$ cat config.mk
export PLATFORM = sky130hd
export DESIGN_NAME = adder_share_arbiter
export DESIGN_NICKNAME = d
export VERILOG_FILES = /design/src/rtl/adder_share_arbiter_pkg.sv /design/src/rtl/adder_share_arbiter_add_stage.sv /design/src/rtl/adder_share_arbiter.sv
export SDC_FILE = /design/constraint.sdc
export NUM_CORES = 1
export LEC_CHECK = 0
export ABC_CLOCK_PERIOD_IN_PS = 3050
export CAP_MARGIN = 20
export CORE_UTILIZATION = 38
export CTS_CLUSTER_DIAMETER = 60
export DETAILED_ROUTE_END_ITERATION = 6
export PLACE_DENSITY = 0.85
export SYNTH_ARGS = -nofsm -noshare
export SYNTH_HDL_FRONTEND = slang
export SYNTH_HIERARCHICAL = 1
export SYNTH_SLANG_ARGS = --single-unit
$ cat constraint.sdc
create_clock -name clk -period 3.05 [get_ports clk]
set_input_delay 0.305 -clock clk [delete_from_list [all_inputs] [get_ports clk]]
set_output_delay 0.305 -clock clk [all_outputs]
set_load 0.02 [all_outputs]
$ cat src/rtl/adder_share_arbiter_pkg.sv
// Shared constants and helpers for the shared-adder round-robin arbiter.
package adder_share_arbiter_pkg;

    localparam int          OPW      = 17;
    localparam logic [15:0] BUSY_MAX = 16'hFFFF;

    // Smallest index width able to name every one of n requesters (at least 1 bit).
    function automatic int idx_width(input int n);
        int w;
        w = 1;
        while ((32'sd1 << w) < n) begin
            w = w + 1;
        end
        return w;
    endfunction

endpackage

$ cat src/rtl/adder_share_arbiter_add_stage.sv
// Combinational exact signed adder: two W-bit operands, W+1-bit sum, no wrap.
module add_stage
    import adder_share_arbiter_pkg::*;
#(
    parameter int W = OPW
) (
    input  logic signed [W-1:0] a_i,
    input  logic signed [W-1:0] b_i,
    output logic signed [W:0]   sum_o
);

    // Sign-extend both operands by one bit so the sum is always exact.
    always_comb begin
        sum_o = {a_i[W-1], a_i} + {b_i[W-1], b_i};
    end

endmodule

$ cat src/rtl/adder_share_arbiter.sv
// Round-robin arbiter sharing one registered signed adder among NREQ lanes,
// with valid/ready handshakes upstream and downstream.
module adder_share_arbiter
    import adder_share_arbiter_pkg::*;
#(
    parameter int NREQ = 4,
    parameter int IDW  = idx_width(NREQ),
    parameter int OPW  = adder_share_arbiter_pkg::OPW
) (
    input  logic                   clk,
    input  logic                   rst,
    input  logic [NREQ-1:0]        req_valid,
    input  logic [NREQ*OPW-1:0]    req_a,
    input  logic [NREQ*OPW-1:0]    req_b,
    output logic [NREQ-1:0]        req_ready,
    output logic                   res_valid,
    input  logic                   res_ready,
    output logic signed [OPW:0]    res_sum,
    output logic [IDW-1:0]         res_id,
    output logic [15:0]            busy_cycles
);

    logic                  res_valid_q, res_valid_d;
    logic signed [OPW:0]   res_sum_q,   res_sum_d;
    logic [IDW-1:0]        res_id_q,    res_id_d;
    logic [IDW-1:0]        ptr_q,       ptr_d;
    logic [15:0]           busy_q,      busy_d;

    logic                  can_issue_s;
    logic                  grant_s;
    logic [IDW:0]          pick_s;
    logic [IDW-1:0]        winner_s;
    logic [IDW-1:0]        ptr_next_s;
    logic signed [OPW-1:0] a_w_s;
    logic signed [OPW-1:0] b_w_s;
    logic signed [OPW:0]   sum_s;

    // Returns {found, index} of the first valid lane scanning from p upward, wrapping at NREQ.
    function automatic logic [IDW:0] rr_pick(input logic [NREQ-1:0] v, input logic [IDW-1:0] p);
        logic           found;
        logic [IDW-1:0] w;
        int             idx;
        found = 1'b0;
        w     = {IDW{1'b0}};
        for (int k = 0; k < NREQ; k++) begin
            idx = int'(p) + k;
            if (idx >= NREQ) begin
                idx = idx - NREQ;
            end
            if (!found && v[idx]) begin
                found = 1'b1;
                w     = IDW'(idx);
            end
        end
        return {found, w};
    endfunction

    // Grant selection and operand mux feeding the shared adder.
    always_comb begin
        can_issue_s = !res_valid_q || res_ready;
        pick_s      = rr_pick(req_valid, ptr_q);
        winner_s    = pick_s[IDW-1:0];
        grant_s     = can_issue_s && pick_s[IDW] && !rst;
        a_w_s       = req_a[winner_s*OPW +: OPW];
        b_w_s       = req_b[winner_s*OPW +: OPW];
        if (winner_s == IDW'(NREQ - 1)) begin
            ptr_next_s = {IDW{1'b0}};
        end else begin
            ptr_next_s = winner_s + {{(IDW-1){1'b0}}, 1'b1};
        end
    end

    add_stage #(.W(OPW)) u_add (
        .a_i   (a_w_s),
        .b_i   (b_w_s),
        .sum_o (sum_s)
    );

    // One-hot ready toward the winning lane only.
    always_comb begin
        req_ready = {NREQ{1'b0}};
        if (grant_s) begin
            req_ready[winner_s] = 1'b1;
        end else begin
            req_ready = {NREQ{1'b0}};
        end
    end

    // Next-state for the result register, pointer and stall counter.
    always_comb begin
        res_valid_d = res_valid_q;
        res_sum_d   = res_sum_q;
        res_id_d    = res_id_q;
        ptr_d       = ptr_q;
        busy_d      = busy_q;
        if (grant_s) begin
            res_valid_d = 1'b1;
            res_sum_d   = sum_s;
            res_id_d    = winner_s;
            ptr_d       = ptr_next_s;
        end else if (res_ready) begin
            res_valid_d = 1'b0;
        end else begin
            res_valid_d = res_valid_q;
        end
        if (res_valid_q && !res_ready && (busy_q != BUSY_MAX)) begin
            busy_d = busy_q + 16'd1;
        end else begin
            busy_d = busy_q;
        end
    end

    // State registers; reset discards any pending result without handshake.
    always_ff @(posedge clk) begin
        if (rst) begin
            res_valid_q <= 1'b0;
            res_sum_q   <= {(OPW+1){1'b0}};
            res_id_q    <= {IDW{1'b0}};
            ptr_q       <= {IDW{1'b0}};
            busy_q      <= 16'd0;
        end else begin
            res_valid_q <= res_valid_d;
            res_sum_q   <= res_sum_d;
            res_id_q    <= res_id_d;
            ptr_q       <= ptr_d;
            busy_q      <= busy_d;
        end
    end

    assign res_valid   = res_valid_q;
    assign res_sum     = res_sum_q;
    assign res_id      = res_id_q;
    assign busy_cycles = busy_q;

endmodule

* Word level (Yosys, flattened, before mapping) *
Cells that the tools add are included.

storage, ports and cells
  bits of input ports = 143
  memory bits (read-only) = 0
  memories = 0
  bits in latches = 0
  register bits = 39
  word-level logic and storage cells = 76
  output and inout bits = 41
  bits in writable memories = 0

operators by class
  $lt $le $gt $ge = 10
  div/mod/pow operators = 0
  reductions and logical operators = 16
  equal/unequal tests = 2
  add/subtract/negate cells = 10
  multipliers = 1
  bitwise gates (word level) = 0
  mux-type cells = 30
  shift-type cells = 2

operator list
  operator                 count
  $shiftx A68 B8 Y17       2
  $lt A32 B4 Y1 const B    4
  $mux W32                 4
  $add A17 B17 Y18         1
  $add A16 B1 Y16 const B  1
  $ne A16 B16 Y1 const B   1
  $mux W1                  15
  $sub A3 B3 Y4 const B    3
  $mux W2                  5
  $ge A3 B3 Y1 const B     3
  $bmux W1 S2              4
  $logic_and A1 B1 Y1      8
  $mul A2 B5 Y7 const B    1
  $add A2 B2 Y3 const B    2
  $logic_not A1 Y1         6
  $mux W4                  1
  $sub A2 B3 Y4 const B    1
  $add A2 B1 Y3 const B    1
  $ge A2 B3 Y1 const B     1
  $lt A2 B3 Y1 const B     1
  $add A2 B1 Y2 const B    1
  $demux W1 S2             1
  $eq A2 B2 Y1 const B     1
  $ge A2 B1 Y1 const B     1
  2 further kinds          2

* Depth between registers and ports, before layout *
Gate-level depths: netlist of run 1.

  depth after elaboration = 20
  mapped depth = 17
  mapped depth without buffers = 15

* Modules after synthesis *
Netlist of run 1, hierarchy kept.

modules (own cells, without submodules)
  module               sequential area each (um^2)  cells each  area an instance (um^2)  times used
  adder_share_arbiter  780.7                        323         2897.8                   1
  add_stage            0.0                          126         944.7                    1

* Worst setup path after synthesis of run 1 *
No wires, ideal clock.

  kind = reg-to-reg
  from = reg ptr_q[0]
  to = reg res_sum_q[16] (netlist: res_sum[16])
  setup slack = -0.290 ns
  path buffers = 2
  data required time = 2.918 ns
  setup time = 0.132 ns
  cell stages (with the launch flop) = 18
  arrival time = 3.208 ns
  period minus slack after synthesis = 3.340 ns
  cell sequence = dfxtp_1 nand2b_1 nor2b_1 o22a_2 buf_12 buf_12 mux2i_1 mux2i_1 ha_1 inv_1 fa_1 and2b_1 o2111ai_2 a2111oi_2 o2111ai_1 and4_1 nand2_1 a21oi_1

on the way
  longest elaborated chain between the ends = 18
  elaborated cells between the ends (all ways) = 47
  those cells by class = 8 x add/sub; 1 x mul; 4 x order compare; 2 x shift; 24 x mux; 8 x reduce/logical

RTL lines
  what                                                    line                                 text
  start: declaration                                      adder_share_arbiter.sv:26            logic [IDW-1:0] ptr_q, ptr_d;
  start signal: assignment                                adder_share_arbiter.sv:119           ptr_q <= {IDW{1'b0}};
  start signal: assignment                                adder_share_arbiter.sv:125           ptr_q <= ptr_d;
  branches (longest 14 deep; another with $sub A3 B3 Y4)  n/a
  $mux W2 (*)                                             adder_share_arbiter.sv:50            if (!found && v[idx]) begin
  $mul A2 B5 Y7 (*)                                       adder_share_arbiter.sv:64            a_w_s = req_a[winner_s*OPW +: OPW];
  $shiftx A68 B8 Y17 (*)                                  adder_share_arbiter.sv:64
  via a_w_s[0]                                            adder_share_arbiter.sv:34            logic signed [OPW-1:0] a_w_s;
  $add A17 B17 Y18 (*)                                    adder_share_arbiter_add_stage.sv:14  sum_o = {a_i[W-1], a_i} + {b_i[W-1], b_i};
  via sum_s[16]                                           adder_share_arbiter.sv:36            logic signed [OPW:0] sum_s;
  end signal: assignment                                  adder_share_arbiter.sv:117           res_sum_q <= {(OPW+1){1'b0}};
  end signal: assignment                                  adder_share_arbiter.sv:123           res_sum_q <= res_sum_d;
  end: declaration                                        adder_share_arbiter.sv:24            logic signed [OPW:0] res_sum_q, res_sum_d;

Mark *: on every way through the listed nets, which the timed path passes. The select of a mux whose other input is x is not followed.
A chain may end at the register's enable or synchronous reset.

* Worst setup path in the final report of run 1 *
  from = reg ptr_q[0]
  to = reg res_sum_q[16] (netlist: res_sum[16])

on the way
  longest elaborated chain between the ends = 18
  elaborated cells between the ends (all ways) = 47
  those cells by class = 8 x add/sub; 1 x mul; 4 x order compare; 2 x shift; 24 x mux; 8 x reduce/logical

RTL lines
  what                                                    line                                 text
  branches (longest 14 deep; another with $sub A3 B3 Y4)  n/a
  $mux W2 (*)                                             adder_share_arbiter.sv:50
  $mul A2 B5 Y7 (*)                                       adder_share_arbiter.sv:65            b_w_s = req_b[winner_s*OPW +: OPW];
  $shiftx A68 B8 Y17 (*)                                  adder_share_arbiter.sv:65
  via b_w_s[0]                                            adder_share_arbiter.sv:35            logic signed [OPW-1:0] b_w_s;
  $add A17 B17 Y18 (*)                                    adder_share_arbiter_add_stage.sv:14
  via sum_s[16]                                           adder_share_arbiter.sv:36

Marks and branches as above.

==> results of run 1 <==
worst paths after layout:
kind	slack, ns	from	endpoint
hold reg to reg	0.46	res_sum[13]	res_sum[13]
hold / removal	0.46	res_sum[13]	res_sum[13]
setup reg to reg	-0.34	ptr_q[0]	res_sum[16]
setup / recovery	-0.34	ptr_q[0]	res_sum[16]
sequential cells by signal (all words and copies together), names as in the netlist:
register     cells
res_valid        1
res_sum         18
res_id           2
busy_cycles     16
ptr_q            2
placed cells by master, fill, tap and decap left out, types with 6 or more instances in the layout:
| master | count |
|---|---|
| buf_6 | 12 |
| inv_1 | 7 |
| mux2i_1 | 91 |
| clkbuf_8 | 6 |
| nor2_1 | 28 |
| clkdlybuf4s50_1 | 179 |
| a21o_1 | 9 |
| nand4_1 | 7 |
| buf_4 | 88 |
| dfxtp_1 | 37 |
| ha_1 | 11 |
| xnor2_1 | 15 |
| xor2_1 | 8 |
| a21oi_2 | 13 |
| nor3_1 | 6 |
| nand2_1 | 62 |
| mux2i_2 | 12 |
| a21oi_1 | 27 |
layout make-up:
type	instances	area, um^2
clock buffer	6	82.58
timing repair buffer	292	2788
clock inverter	2	35.03
fill	663	2756
multi-input combinational	378	3129
inverter	9	33.78
sequential	39	783.3
tap	133	166.4
per-layer routing:
metal / share of wire, % / vias up
li1: - / 2193
met1: 36 / 2233
met2: 50 / 249
met3: 6.2 / 102
met4: 7.1 / 2
met5: 0.16 / -
cells by family after synthesis:
family / Yosys count
and+or+nand+nor: 141
muxes: 106
AOI/OAI and AO/OA: 87
DFF: 39
buffers and inverters: 33
xor gates and xnor gates: 24
adders and majority gates: 19
per-stage QoR:
stage	hold slack, ns	area (um^2)	instances	total power [mW]	util, %
after global placement	0.4450	6294	817	3.200	64.39
after CTS	0.4579	6709	840	3.960	68.64
after detailed placement	0.4477	6294	817	3.287	64.39
after global routing	0.4899	7018	859	4.654	71.80
final	0.4619	7018	859	4.410	71.80
after floorplan	0.4993	3874	449	2.207	-
what timing repair did:
item                                    in CTS  in global routing
pin swaps                                   20                 25
cloned                                       2                  0
setup buffers                               13                 19
gates resized for setup                     44                 43
endpoints found under the setup margin      13                 13
worst min-delay path, cell delays in order (launching register included):
cell and delay, ns:
dfxtp_1 0.31, nand2_1 0.05, a21oi_1 0.05
power groups by stage:
stage	combinational, mW	clock (mW)	sequential [mW]
final	3.28	0.443	0.692
after global routing	3.48	0.468	0.702
after CTS	2.82	0.452	0.685
after detailed placement	2.59	0	0.695
after global placement	2.51	0	0.691
after floorplan	1.39	0	0.816
==> metrics, run 1 <==
outcome complete, but fails checks; failing checks negative setup slack; Ports 184; clk_lat worst skew 0.29 ns; most used cell, CP mux2i_2; register share of total power 15.7%; cell count after synthesis 449; FMAX 294.6 MHz; Max Root-Sink Buffers 2; Antenna Nets Post-Route 0; Slew Limit Headroom 29.21%; gpl congestion 0.8788; Crit path max-delay family compound AO/OA/AOI/OAI gates; H-Tree Depth 2; wire length per cell 19.90 um; largest net degree at the start of global routing 40; met3 global-route usage 6.780%; CP Data Required Time 3.27 ns; Reg clk slew, reported paths 0.07 ns; mux cell area share after synthesis 27.61%; fin. max-slew vios 0; IO buf count 183; met1 usage 29.51%; R2R cell count 15; synthesis warning total 6; Synth Area in Adders 6.382%; routed vias 4,779; DRC 0; DRT Pass-1 Iters 6; mean post-synth cell area 8.558 um^2; die boundary height 102.6 um; leakage 2.927 nW; Bufs and invs on worst path 1; period utilization 111.3%; Detailed Route WL 17,090 um; largest family of logic cells by synthesized area multiplexers; Synth Area in Compound Gates 15.63%; WP depth 15; top_reg_cell synth dfxtp_1; dominant cell type by area after synthesis mux2i_1; Setup TNS -2.619 ns; Post-synth EDFFs 0; RSZ-0062 raised after global routing yes; critical path arrival 3.62 ns; Clock Power Share 10.0%; Comb pwr share 74.3%; first-pass GRT wire length 23,350 um; drt initial violations 279; Switching Share 41.09%; area grow syn2layout 82.64%; initial antenna violation count 0; VDD IR max 0.3523 mV; share of layout cells above drive strength 1 25.76%; critical path class reg2reg; clock sink total 39; max-cap viol count 0; Int Pwr 2.598 mW; worst setup margin -0.3443 ns; Antenna diodes 0; #FFs+latches synth 39; die width 102.6 um; commonest cells in the netlist 106 x mux2i_1, 63 x nand2_1, 40 x a21oi_1; Worst-Margin Slew 1.062 ns; final hold violations 0; Vias/cell 5.563; Synth top area share 27.61%; Cell Chain, Critical Path nand2b_4 -> nor2b_4 -> o22a_4 -> mux2i_2 -> mux2i_2 -> ha_2 -> inv_2 -> fa_2 -> and2b_2 -> o2111ai_4 -> a2111oi_4 -> or4_1 -> and4_1 -> nand2_1 -> a21oi_1; HP Class reg2reg; Die ar. 10,520 um^2; Worst Clk Skew 0.007021 ns; total CTS buffers 5; Post-Syn Area 3842 um^2; global route overflow 0; Worst Path Max Fanout 7; # rows 36; WHS Path Cells 2; Starting Density 39.31%; Psw 1.812 mW; Area contributors post-synth mux2i_1 28%, dfxtp_1 20%, nand2_1 6.2%; Core Area 9774 um^2; vias in the first global route 4,827; cts hold-fix bufs 0; Async S/R FF share, synth 0%; most frequent cell after synthesis mux2i_1; GR peak layer met2; xor-xnor portion of the synthesized cell area 5.471%; Synth Area in Simple Gates 17.81%; GRT met2 Usage 53.03%; power per cell area 628.4 nW/um^2; Crit path largest cell delay 0.42 ns; total global-route track usage 28.88%; CP Launch Type flip-flop; kind of end point of the critical path flip-flop; Post-Syn Nets 611; post-place setup slack -0.8766 ns; CTS tree built; register area share after synthesis 20.32%; Setup violations, final 13; final net count 887; Final min period 3.394 ns; dpl hpwl 11,080 um; Worst path slowest cell a2111oi_4; clock root buffer clkbuf_8; synth unique cells 57
Power figures use the tool's default switching activity.
==> inputs of run 2 (changes only) <==
--- a/config.mk
+++ b/config.mk
@@ -6,7 +6,7 @@
 export NUM_CORES = 1
 export LEC_CHECK = 0
 export ABC_CLOCK_PERIOD_IN_PS = 3050
-export CAP_MARGIN = 20
+export CAP_MARGIN = 15
 export CORE_UTILIZATION = 38
 export CTS_CLUSTER_DIAMETER = 60
 export DETAILED_ROUTE_END_ITERATION = 6
==> results of run 2 <==
Final layout, timing and power as in run 1 (identical DEF).
==> inputs of run 3 (changes only) <==
--- a/config.mk
+++ b/config.mk
@@ -5,12 +5,12 @@
 export SDC_FILE = /design/constraint.sdc
 export NUM_CORES = 1
 export LEC_CHECK = 0
-export ABC_CLOCK_PERIOD_IN_PS = 3050
 export CAP_MARGIN = 15
 export CORE_UTILIZATION = 38
 export CTS_CLUSTER_DIAMETER = 60
 export DETAILED_ROUTE_END_ITERATION = 6
 export PLACE_DENSITY = 0.85
+export SLEW_MARGIN = 10
 export SYNTH_ARGS = -nofsm -noshare
 export SYNTH_HDL_FRONTEND = slang
 export SYNTH_HIERARCHICAL = 1
==> results of run 3 <==
Final layout, timing and power as in run 1 (identical DEF).
